`src/rtl/fetch_pkg.sv`:
```
// Shared types and constants for the instruction-fetch stage.
// The field helpers keep the decode split in one place so the
// bit positions are never repeated by hand elsewhere.
package fetch_pkg;

    // Fetch sequencing: issue a request, wait for the reply, hold it for decode
    typedef enum logic [1:0] {
        FETCH = 2'd0,
        WAIT  = 2'd1,
        HOLD  = 2'd2
    } fetch_state_t;

    // Instruction presented before anything real has been fetched (addi x0,x0,0)
    localparam logic [31:0] NOP_INSTR = 32'h0000_0013;

    // Sequential fetch advances one 32-bit word
    localparam logic [31:0] PC_STEP = 32'd4;

    // Bit positions of the pre-split fields handed to decode
    localparam int OP_LSB     = 0;
    localparam int OP_MSB     = 6;
    localparam int FUNCT3_LSB = 12;
    localparam int FUNCT3_MSB = 14;
    localparam int FUNCT7_BIT = 30;

    // Major opcode of an instruction word
    function automatic logic [6:0] instr_op(input logic [31:0] word);
        return word[OP_MSB:OP_LSB];
    endfunction

    // funct3 field of an instruction word
    function automatic logic [2:0] instr_funct3(input logic [31:0] word);
        return word[FUNCT3_MSB:FUNCT3_LSB];
    endfunction

    // The single funct7 bit that distinguishes add/sub and srl/sra
    function automatic logic instr_funct7(input logic [31:0] word);
        return word[FUNCT7_BIT];
    endfunction

endpackage

```
`src/rtl/pc_register.sv`:
```
// Program counter for the fetch stage.
// A redirect load always beats the sequential increment, and the
// loaded address is forced onto a word boundary by construction:
// only the word-address bits of the target are ever presented here.
module pc_register
    import fetch_pkg::*;
#(
    parameter int              XLEN     = 32,
    parameter logic [XLEN-1:0] RESET_PC = '0
) (
    input  logic            clk,
    input  logic            rst_n,
    input  logic            inc,
    input  logic            load,
    input  logic [XLEN-3:0] load_word,
    output logic [XLEN-1:0] pc
);

    // Reset to the boot address, otherwise redirect or step to the next word
    always_ff @(posedge clk) begin
        if (!rst_n) begin
            pc <= RESET_PC;
        end else if (load) begin
            pc <= {load_word, 2'b00};
        end else if (inc) begin
            pc <= pc + PC_STEP[XLEN-1:0];
        end
    end

endmodule

```
`src/rtl/fetch_unit.sv`:
```
// Instruction-fetch stage feeding control_unit.
// Keeps exactly one memory request in flight, parks the returned word
// in a holding register for decode, and honours a downstream redirect
// in any state. A redirect that lands while a request is still
// outstanding marks that reply as stale (kill) so it is thrown away
// when it finally arrives instead of reaching decode.
module fetch_unit
    import fetch_pkg::*;
#(
    parameter logic [31:0] RESET_PC = 32'h0000_0000,
    parameter int          XLEN     = 32
) (
    input  logic            clk,
    input  logic            rst_n,

    output logic            imem_req,
    output logic [XLEN-1:0] imem_addr,
    input  logic            imem_ready,
    input  logic            imem_rvalid,
    input  logic [XLEN-1:0] imem_rdata,

    output logic            instr_valid,
    input  logic            instr_ready,
    output logic [XLEN-1:0] instr,
    output logic [6:0]      op,
    output logic [2:0]      funct3,
    output logic            funct7,
    output logic [XLEN-1:0] instr_pc,

    input  logic            PCSrc,
    input  logic [XLEN-1:0] PCTarget,
    output logic            misalign
);

    fetch_state_t    state;
    logic            kill;
    logic [XLEN-1:0] instr_q;
    logic [XLEN-1:0] instr_pc_q;
    logic            misalign_q;
    logic [XLEN-1:0] pc;
    logic            pc_inc;
    logic            pc_load;

    // A redirect always wins; decode consuming the held word only steps
    // the PC when no redirect arrives in the same cycle.
    assign pc_load = PCSrc;
    assign pc_inc  = (state == HOLD) && instr_ready && !PCSrc;

    pc_register #(
        .XLEN     (XLEN),
        .RESET_PC (RESET_PC[XLEN-1:0])
    ) u_pc (
        .clk       (clk),
        .rst_n     (rst_n),
        .inc       (pc_inc),
        .load      (pc_load),
        .load_word (PCTarget[XLEN-1:2]),
        .pc        (pc)
    );

    // Request sequencing, stale-reply tracking and the decode holding register
    always_ff @(posedge clk) begin
        if (!rst_n) begin
            state      <= FETCH;
            kill       <= 1'b0;
            instr_q    <= NOP_INSTR[XLEN-1:0];
            instr_pc_q <= '0;
            misalign_q <= 1'b0;
        end else begin
            misalign_q <= PCSrc && (PCTarget[1:0] != 2'b00);
            unique case (state)
                FETCH: begin
                    if (imem_ready) begin
                        state <= WAIT;
                        kill  <= PCSrc;
                    end
                end
                WAIT: begin
                    if (imem_rvalid) begin
                        if (!kill && !PCSrc) begin
                            instr_q    <= imem_rdata;
                            instr_pc_q <= pc;
                            state      <= HOLD;
                        end else begin
                            state <= FETCH;
                        end
                        kill <= 1'b0;
                    end else if (PCSrc) begin
                        kill <= 1'b1;
                    end
                end
                HOLD: begin
                    if (PCSrc || instr_ready) begin
                        state <= FETCH;
                    end
                end
                default: begin
                    state <= FETCH;
                    kill  <= 1'b0;
                end
            endcase
        end
    end

    // The request is gated by reset so memory never sees one while the
    // stage is being held in reset, even though the state already reads FETCH.
    assign imem_req    = rst_n && (state == FETCH);
    assign imem_addr   = pc;

    assign instr_valid = (state == HOLD);
    assign instr       = instr_q;
    assign instr_pc    = instr_pc_q;
    assign op          = instr_op(instr_q);
    assign funct3      = instr_funct3(instr_q);
    assign funct7      = instr_funct7(instr_q);
    assign misalign    = misalign_q;

endmodule
```
`config.mk`:
```
export PLATFORM = sky130hd
export DESIGN_NAME = fetch_unit
export DESIGN_NICKNAME = d
export VERILOG_FILES = /design/src/rtl/fetch_pkg.sv /design/src/rtl/pc_register.sv /design/src/rtl/fetch_unit.sv
export SDC_FILE = /design/constraint.sdc
export NUM_CORES = 1
export LEC_CHECK = 0
export CORE_MARGIN = 4
export CORE_UTILIZATION = 44
export CTS_BUF_LIST = sky130_fd_sc_hd__clkbuf_8
export DETAILED_ROUTE_END_ITERATION = 7
export HOLD_SLACK_MARGIN = 0.05
export PLACE_DENSITY = 0.82
export REMOVE_ABC_BUFFERS = 1
export SLEW_MARGIN = 20
export SYNTH_ARGS = -nofsm -noshare
export SYNTH_HDL_FRONTEND = slang
export SYNTH_SLANG_ARGS = --single-unit
export TNS_END_PERCENT = 1
```
`constraint.sdc`:
```
create_clock -name clk -period 2.8 [get_ports clk]
set_input_delay 0.56 -clock clk [delete_from_list [all_inputs] [get_ports clk]]
set_output_delay 0.56 -clock clk [all_outputs]
set_load 0.01 [all_outputs]
```
==> run_results.csv, run 1 <==
group,metric,value,unit
job,drv_cap,0,
power,power_per_cell_area,444.0,nW/um^2
floorplanning,die-area,11420,sq um
yosys,yosysWarnings,0,
drt,routedWlPerCell,15.38,um
power,vdd_drop_max,302.8,uV
clocking,cts_buffer_depth,2,
worst_setup_path,crit_path_end_kind,"flop",
yosys,synth_most_common_cell,"nand2_1",
yosys,syn_avg_cell_area,8.207,sq um
yosys,synth_top_cell_by_area,"dfxtp_1",
power,clkPwrFrac,33.1,%
yosys,synthTopCellsByArea,"dfxtp_1, nand2_1, a21boi_0",
global_route,grt_pass1_vias,4014,
clocking,root_buffer,"clkbuf_8",
clocking,htree_levels,3,
worst_setup_path,slowest_stage,"or4_1",
floorplanning,io_pins,180,
finish,syn2layout_area_growth,45.97,%
worst_setup_path,cp.arrival,2.64,ns
global_route,grt_pass1_wl,19730,um
placed_design,hpwlAfterDp,9094,um
worst_setup_path,crit_type,"in2reg",
power,power.internal,2067,uW
clocking,post-cts-setup-buffer-count,0,
power,p_seq_share,52.8,%
sta,maxSlewViolCount,0,
sta,hold_ws,0.4677,ns
clocking,clock_latency,0.35,ns
sta,clock-skew-final,0.01119,ns
worst_setup_path,crit_chain,"clkdlybuf4s50_1, nand3b_4, or4_1, buf_4, or3_1, a211oi_1",
finish,antenna_cells,0,
yosys,synth-edff-count,0,
power,switching_share,25.86,%
sta,hold_violations,0,
finish,stdcell_count,810,
clocking,cts_tree,"yes",
power,p_leak,0.002163,uW
drt,vias,4231,
drt,ant_nets,0,
sta,setup_slack,0.4372,ns
yosys,yosysTopAreaCellShare,44.69,%
floorplanning,die_width,106.9,um
sta,fmaxAchievable,0.4232,GHz
yosys,ys_ff_latch,96,
min_path,min_path_type,"reg2reg",
sta,setup_tns,0,ns
run_status,status,"complete, no violations",
sta,min_period_over_period,84.39,%
floorplanning,die_height,106.9,um
clocking,cts_made_buffers,9,
drt,drt_wl_total,12460,um
yosys,synth_common_cells,"nand2_1, dfxtp_1, a21boi_0, clkbuf_1, o21ai_0",
global_route,antenna_found_initial,0,
sta,period_needed,2.363,ns
sta,tightestPinTransition,0.8445,ns
floorplanning,start_util,45.89,%
drt,route.detailed.drc,0,
clocking,cts.sinks,96,
yosys,syn_inst,524,
worst_setup_path,required,3.07,ns
yosys,ys_seq_area_share,44.69,%
drt,drtIter0Drc,263,
sta,slew_headroom,43.70,%
sta,rsz0062_at_grt,"no",
placed_design,gp_congestion,0.8085,
worst_setup_path,start_kind,"input port",
worst_setup_path,crit_fanout,9,
finish,final_core_util,66.98,%
worst_setup_path,slowest_delay,0.64,ns
placed_design,dp.cells,794,
placed_design,io_buffers,175,
global_route,grt_overflow_total,0,
global_route,grt_util_all_layers,20.99,%
clocking,ctsResizeCount,0,
placed_design,pre_cts_ws,0.06815,ns
power,combPwrFrac,14.0,%
floorplanning,core,9371,sq um
sta,setup_viol,0,
yosys,synth-main-ff-cell,"dfxtp_1",
finish,drive_above_1_share,5.580,%
yosys,async_reset_ff_share,0,%
finish,fin_nets,747,
clocking,holdBufCountCts,0,
yosys,synth_area,4300,sq um
global_route,grt_max_degree,98,
power,p_switching,720.7,uW
drt,viasPerCell,5.223,
yosys,synth_cell_types,46,
floorplanning,rows,35,
clocking,clk_pin_slew,0.10,ns
drt,first_pass_iters,4,
cells in the final DEF, fill, tap and decap left out, drive strengths merged, types with 3 or more instances in the layout:
cell and n:
o211a 4, and4 6, o31ai 4, nor2b 3, a211oi 3, o311a 3
a21boi 59, a31oi 10, nand4 9, clkbuf 9, inv 7, a21oi 8
clkinvlp 3, nor4 6, xnor2 7, nor3 7, nor3b 4, dfxtp 96
buf 17, conb 4, nand2 140, o21ai 31, or4 7, clkdlybuf4s50 174
nand3 11, nor2 9, or3 8, nand2b 8
cells by family (layout without fill, tap and decap cells):
| kind of cell | after synthesis | after routing | share of synthesized area [%] |
|---|---|---|---|
| simple gates | 229 | 229 | 25.84 |
| compound gates | 128 | 128 | 20.31 |
| flops | 96 | 96 | 44.69 |
| buf+inv | 59 | 213 | 6.721 |
| xor+xnor | 9 | 9 | 1.833 |
| fa+ha+maj | 1 | 1 | 0.2909 |
| other cells | 1 | 4 | 0.08720 |
| mux | 1 | 1 | 0.2328 |
layer usage:
metal  vias to the layer above  GRT usage, %  routed length, um
met2                       152         36.38               6019
li1                       2088             -                  -
met5                         -             0                  0
met4                         0         6.667                265
met1                      1968         25.74               5382
met3                        23         4.877                789
final timing paths:
kind               start          end  slack [ns]  depth (start not counted)
min            instr[11]    instr[11]        0.47                          2
max reg2reg  u_pc.pc[14]  u_pc.pc[31]        0.57                          4
min reg2reg    instr[11]    instr[11]        0.47                          2
max          instr_ready  u_pc.pc[23]        0.44                          6
power by group through the flow:
stage                     combinational [uW]  sequential [uW]  clock, uW
after global placement                   384             1500          0
after detailed placement                 393             1500          0
after floorplan                          110             1510          0
final                                    392             1470        923
after CTS                                395             1470        945
after global routing                     423             1480       1000
critical path: cells and delay by family:
family / cells / cell delay, ns
buffers and inverters: 2 / 0.83
and+or+nand+nor: 3 / 1.05
AOI/OAI and AO/OA: 1 / 0.19
registers in the layout (all words and copies together) (netlist names):
register and cells:
instr 32, instr_pc 30, kill 1, misalign 1
state 2, u_pc.pc 30
layout make-up:
type / instances / area, sq um
clock buffers: 9 / 123.9
clock inverters: 7 / 78.83
fillers: 785 / 3094
inverters: 6 / 22.52
multi-input cells: 372 / 2102
flip-flops and latches: 96 / 1922
well taps: 129 / 161.4
repair buffers: 191 / 1867
through the flow:
stage,total power [uW],cell area [sq um]
4_1_cts,2811,6277
3_3_place_gp,1885,6075
2_1_floorplan,1624,4045
5_1_grt,2906,6277
6_report,2787,6277
3_5_place_dp,1895,6075
No activity file was read; power rests on OpenSTA's default activity.
==> run 2, diff against run 1 <==
--- a/config.mk
+++ b/config.mk
@@ -6,11 +6,11 @@
 export NUM_CORES = 1
 export LEC_CHECK = 0
 export CORE_MARGIN = 4
-export CORE_UTILIZATION = 44
+export CORE_UTILIZATION = 40
 export CTS_BUF_LIST = sky130_fd_sc_hd__clkbuf_8
 export DETAILED_ROUTE_END_ITERATION = 7
 export HOLD_SLACK_MARGIN = 0.05
-export PLACE_DENSITY = 0.82
+export PLACE_DENSITY = 0.79
 export REMOVE_ABC_BUFFERS = 1
 export SLEW_MARGIN = 20
 export SYNTH_ARGS = -nofsm -noshare
==> constraint.sdc (replaced) <==
create_clock -name clk -period 2.15 [get_ports clk]
set_input_delay 0.43 -clock clk [delete_from_list [all_inputs] [get_ports clk]]
set_output_delay 0.43 -clock clk [all_outputs]
set_load 0.01 [all_outputs]
==> run 2 against run 1 <==
  * First-iteration DRC count increased by 12%
  * Final cell count increased by 3.7%
  * Routed wire length decreased by 0.25%
  * Non-clock buffer count increased by 24
  * Via count increased by 2.9%
  * Sequential share of layout area decreased by 1.0 points
  * Count of clock-buffer cells in the layout unchanged
  * Setup slack got worse by 0.29 ns
  * Global-route usage decreased by 1.5 points
  * Core utilization decreased by 4.6 points
  * Critical endpoint is now u_pc.pc[28]
  * Flip-flop and latch count unchanged
==> run_results.csv, run 2 (synthesis gave the netlist of run 1 again) <==
group,metric,value,unit
placed_design,gp_congestion,0.8742,
sta,maxSlewViolCount,0,
drt,vias,4354,
floorplanning,core,10420,sq um
run_status,status,"complete, no violations",
sta,min_period_over_period,93.23,%
sta,clock-skew-final,0.008825,ns
clocking,clock_latency,0.35,ns
power,vdd_drop_max,314.6,uV
global_route,grt_max_degree,98,
power,p_leak,0.002292,uW
placed_design,hpwlAfterDp,9276,um
sta,tightestPinTransition,0.8115,ns
clocking,cts_made_buffers,9,
placed_design,io_buffers,175,
sta,slew_headroom,45.90,%
drt,viasPerCell,5.183,
floorplanning,die_height,111.7,um
worst_setup_path,cp.arrival,2.27,ns
global_route,grt_overflow_total,0,
power,power_per_cell_area,559.3,nW/um^2
clocking,htree_levels,3,
floorplanning,rows,37,
worst_setup_path,start_kind,"flop",
sta,hold_violations,0,
clocking,clk_pin_slew,0.09,ns
finish,antenna_cells,0,
sta,rsz0062_at_grt,"no",
global_route,grt_pass1_vias,4275,
finish,final_common_cell,"clkdlybuf4s50_1",
worst_setup_path,required,2.42,ns
floorplanning,io_pins,180,
worst_setup_path,crit_path_end_kind,"flop",
floorplanning,start_util,41.29,%
drt,drtIter0Drc,295,
job,drv_cap,0,
finish,stdcell_count,840,
finish,syn2layout_area_growth,51.03,%
finish,final_core_util,62.35,%
global_route,grt_pass1_wl,20760,um
sta,fmaxAchievable,0.4989,GHz
global_route,grt_util_all_layers,19.49,%
finish,drive_above_1_share,8.807,%
drt,first_pass_iters,4,
placed_design,dp.cells,825,
finish,fin_nets,771,
drt,drt_wl_total,12430,um
drt,ant_nets,0,
clocking,cts_buffer_depth,2,
clocking,holdBufCountCts,0,
sta,setup_viol,0,
clocking,root_buffer,"clkbuf_8",
global_route,antenna_found_initial,0,
drt,route.detailed.drc,0,
clocking,cts.sinks,96,
drt,routedWlPerCell,14.79,um
worst_setup_path,crit_fanout,7,
finish,largest_register_ff_count,32,
worst_setup_path,crit_type,"reg2reg",
clocking,cts_tree,"yes",
sta,period_needed,2.004,ns
finish,mostFrequentLayoutCells,"clkdlybuf4s50_1, nand2_1, dfxtp_1",
min_path,min_path_type,"in2reg",
floorplanning,die-area,12470,sq um
floorplanning,die_width,111.7,um
[run 2: timing repair]
action,4_1_cts,5_1_grt
buffers inserted,0,0
endpoints found under the setup margin,3,3
gates cloned,0,0
gates resized for setup,1,1
[run 2: layout make-up]
cell class / count / area, sq um
Multi-Input combinational cell: 372 / 2102
Inverter: 6 / 22.52
Tap cell: 136 / 170.2
Clock buffer: 9 / 123.9
Clock inverter: 6 / 70.07
Sequential cell: 96 / 1923
Timing Repair Buffer: 215 / 2083
Fill cell: 890 / 3921
[run 2: worst paths after layout]
path                    start          end  slack (ns)  cells past startpoint
setup / recovery   u_pc.pc[2]  u_pc.pc[28]        0.15                      5
hold / removal          rst_n     state[0]        0.35                      3
setup reg to reg   u_pc.pc[2]  u_pc.pc[28]        0.15                      5
hold reg to reg   instr_pc[3]  instr_pc[3]        0.47                      2
[run 2: power breakdown]
group / switching (uW) / internal [uW]
clock network: 632 / 538
logic: 236 / 332
registers: 55.0 / 1840
[run 2: critical path, stage by stage (launching register included)]
cell and delay, ns:
dfxtp_1 0.35, ha_1 0.20, nand4b_4 0.11, or4_4 0.57, or4_1 0.53, a31oi_1 0.17
[run 2: routing by layer]
layer	part of all wire, %	up-vias	wire [um]	GRT usage (%)
met4	1.6	0	202	6.732
met1	42	2033	5254	23.74
met3	6.9	19	860	4.946
li1	-	2143	-	-
met5	0	-	0	0
met2	49	159	6109	33.41
[run 2: stage by stage]
step | hold WS [ns] | total power (uW) | area, sq um | worst slack, ns | TNS (ns)
6_report | 0.3542 | 3633 | 6495 | 0.1455 | 0
2_1_floorplan | 0.4876 | 2115 | 4045 | -0.2426 | -14.64
3_3_place_gp | 0.4517 | 2491 | 6301 | -0.3528 | -4.360
5_1_grt | 0.3648 | 3806 | 6495 | 0.03487 | 0
3_5_place_dp | 0.4591 | 2505 | 6301 | -0.4222 | -4.997
4_1_cts | 0.3376 | 3677 | 6494 | 0.02714 | 0
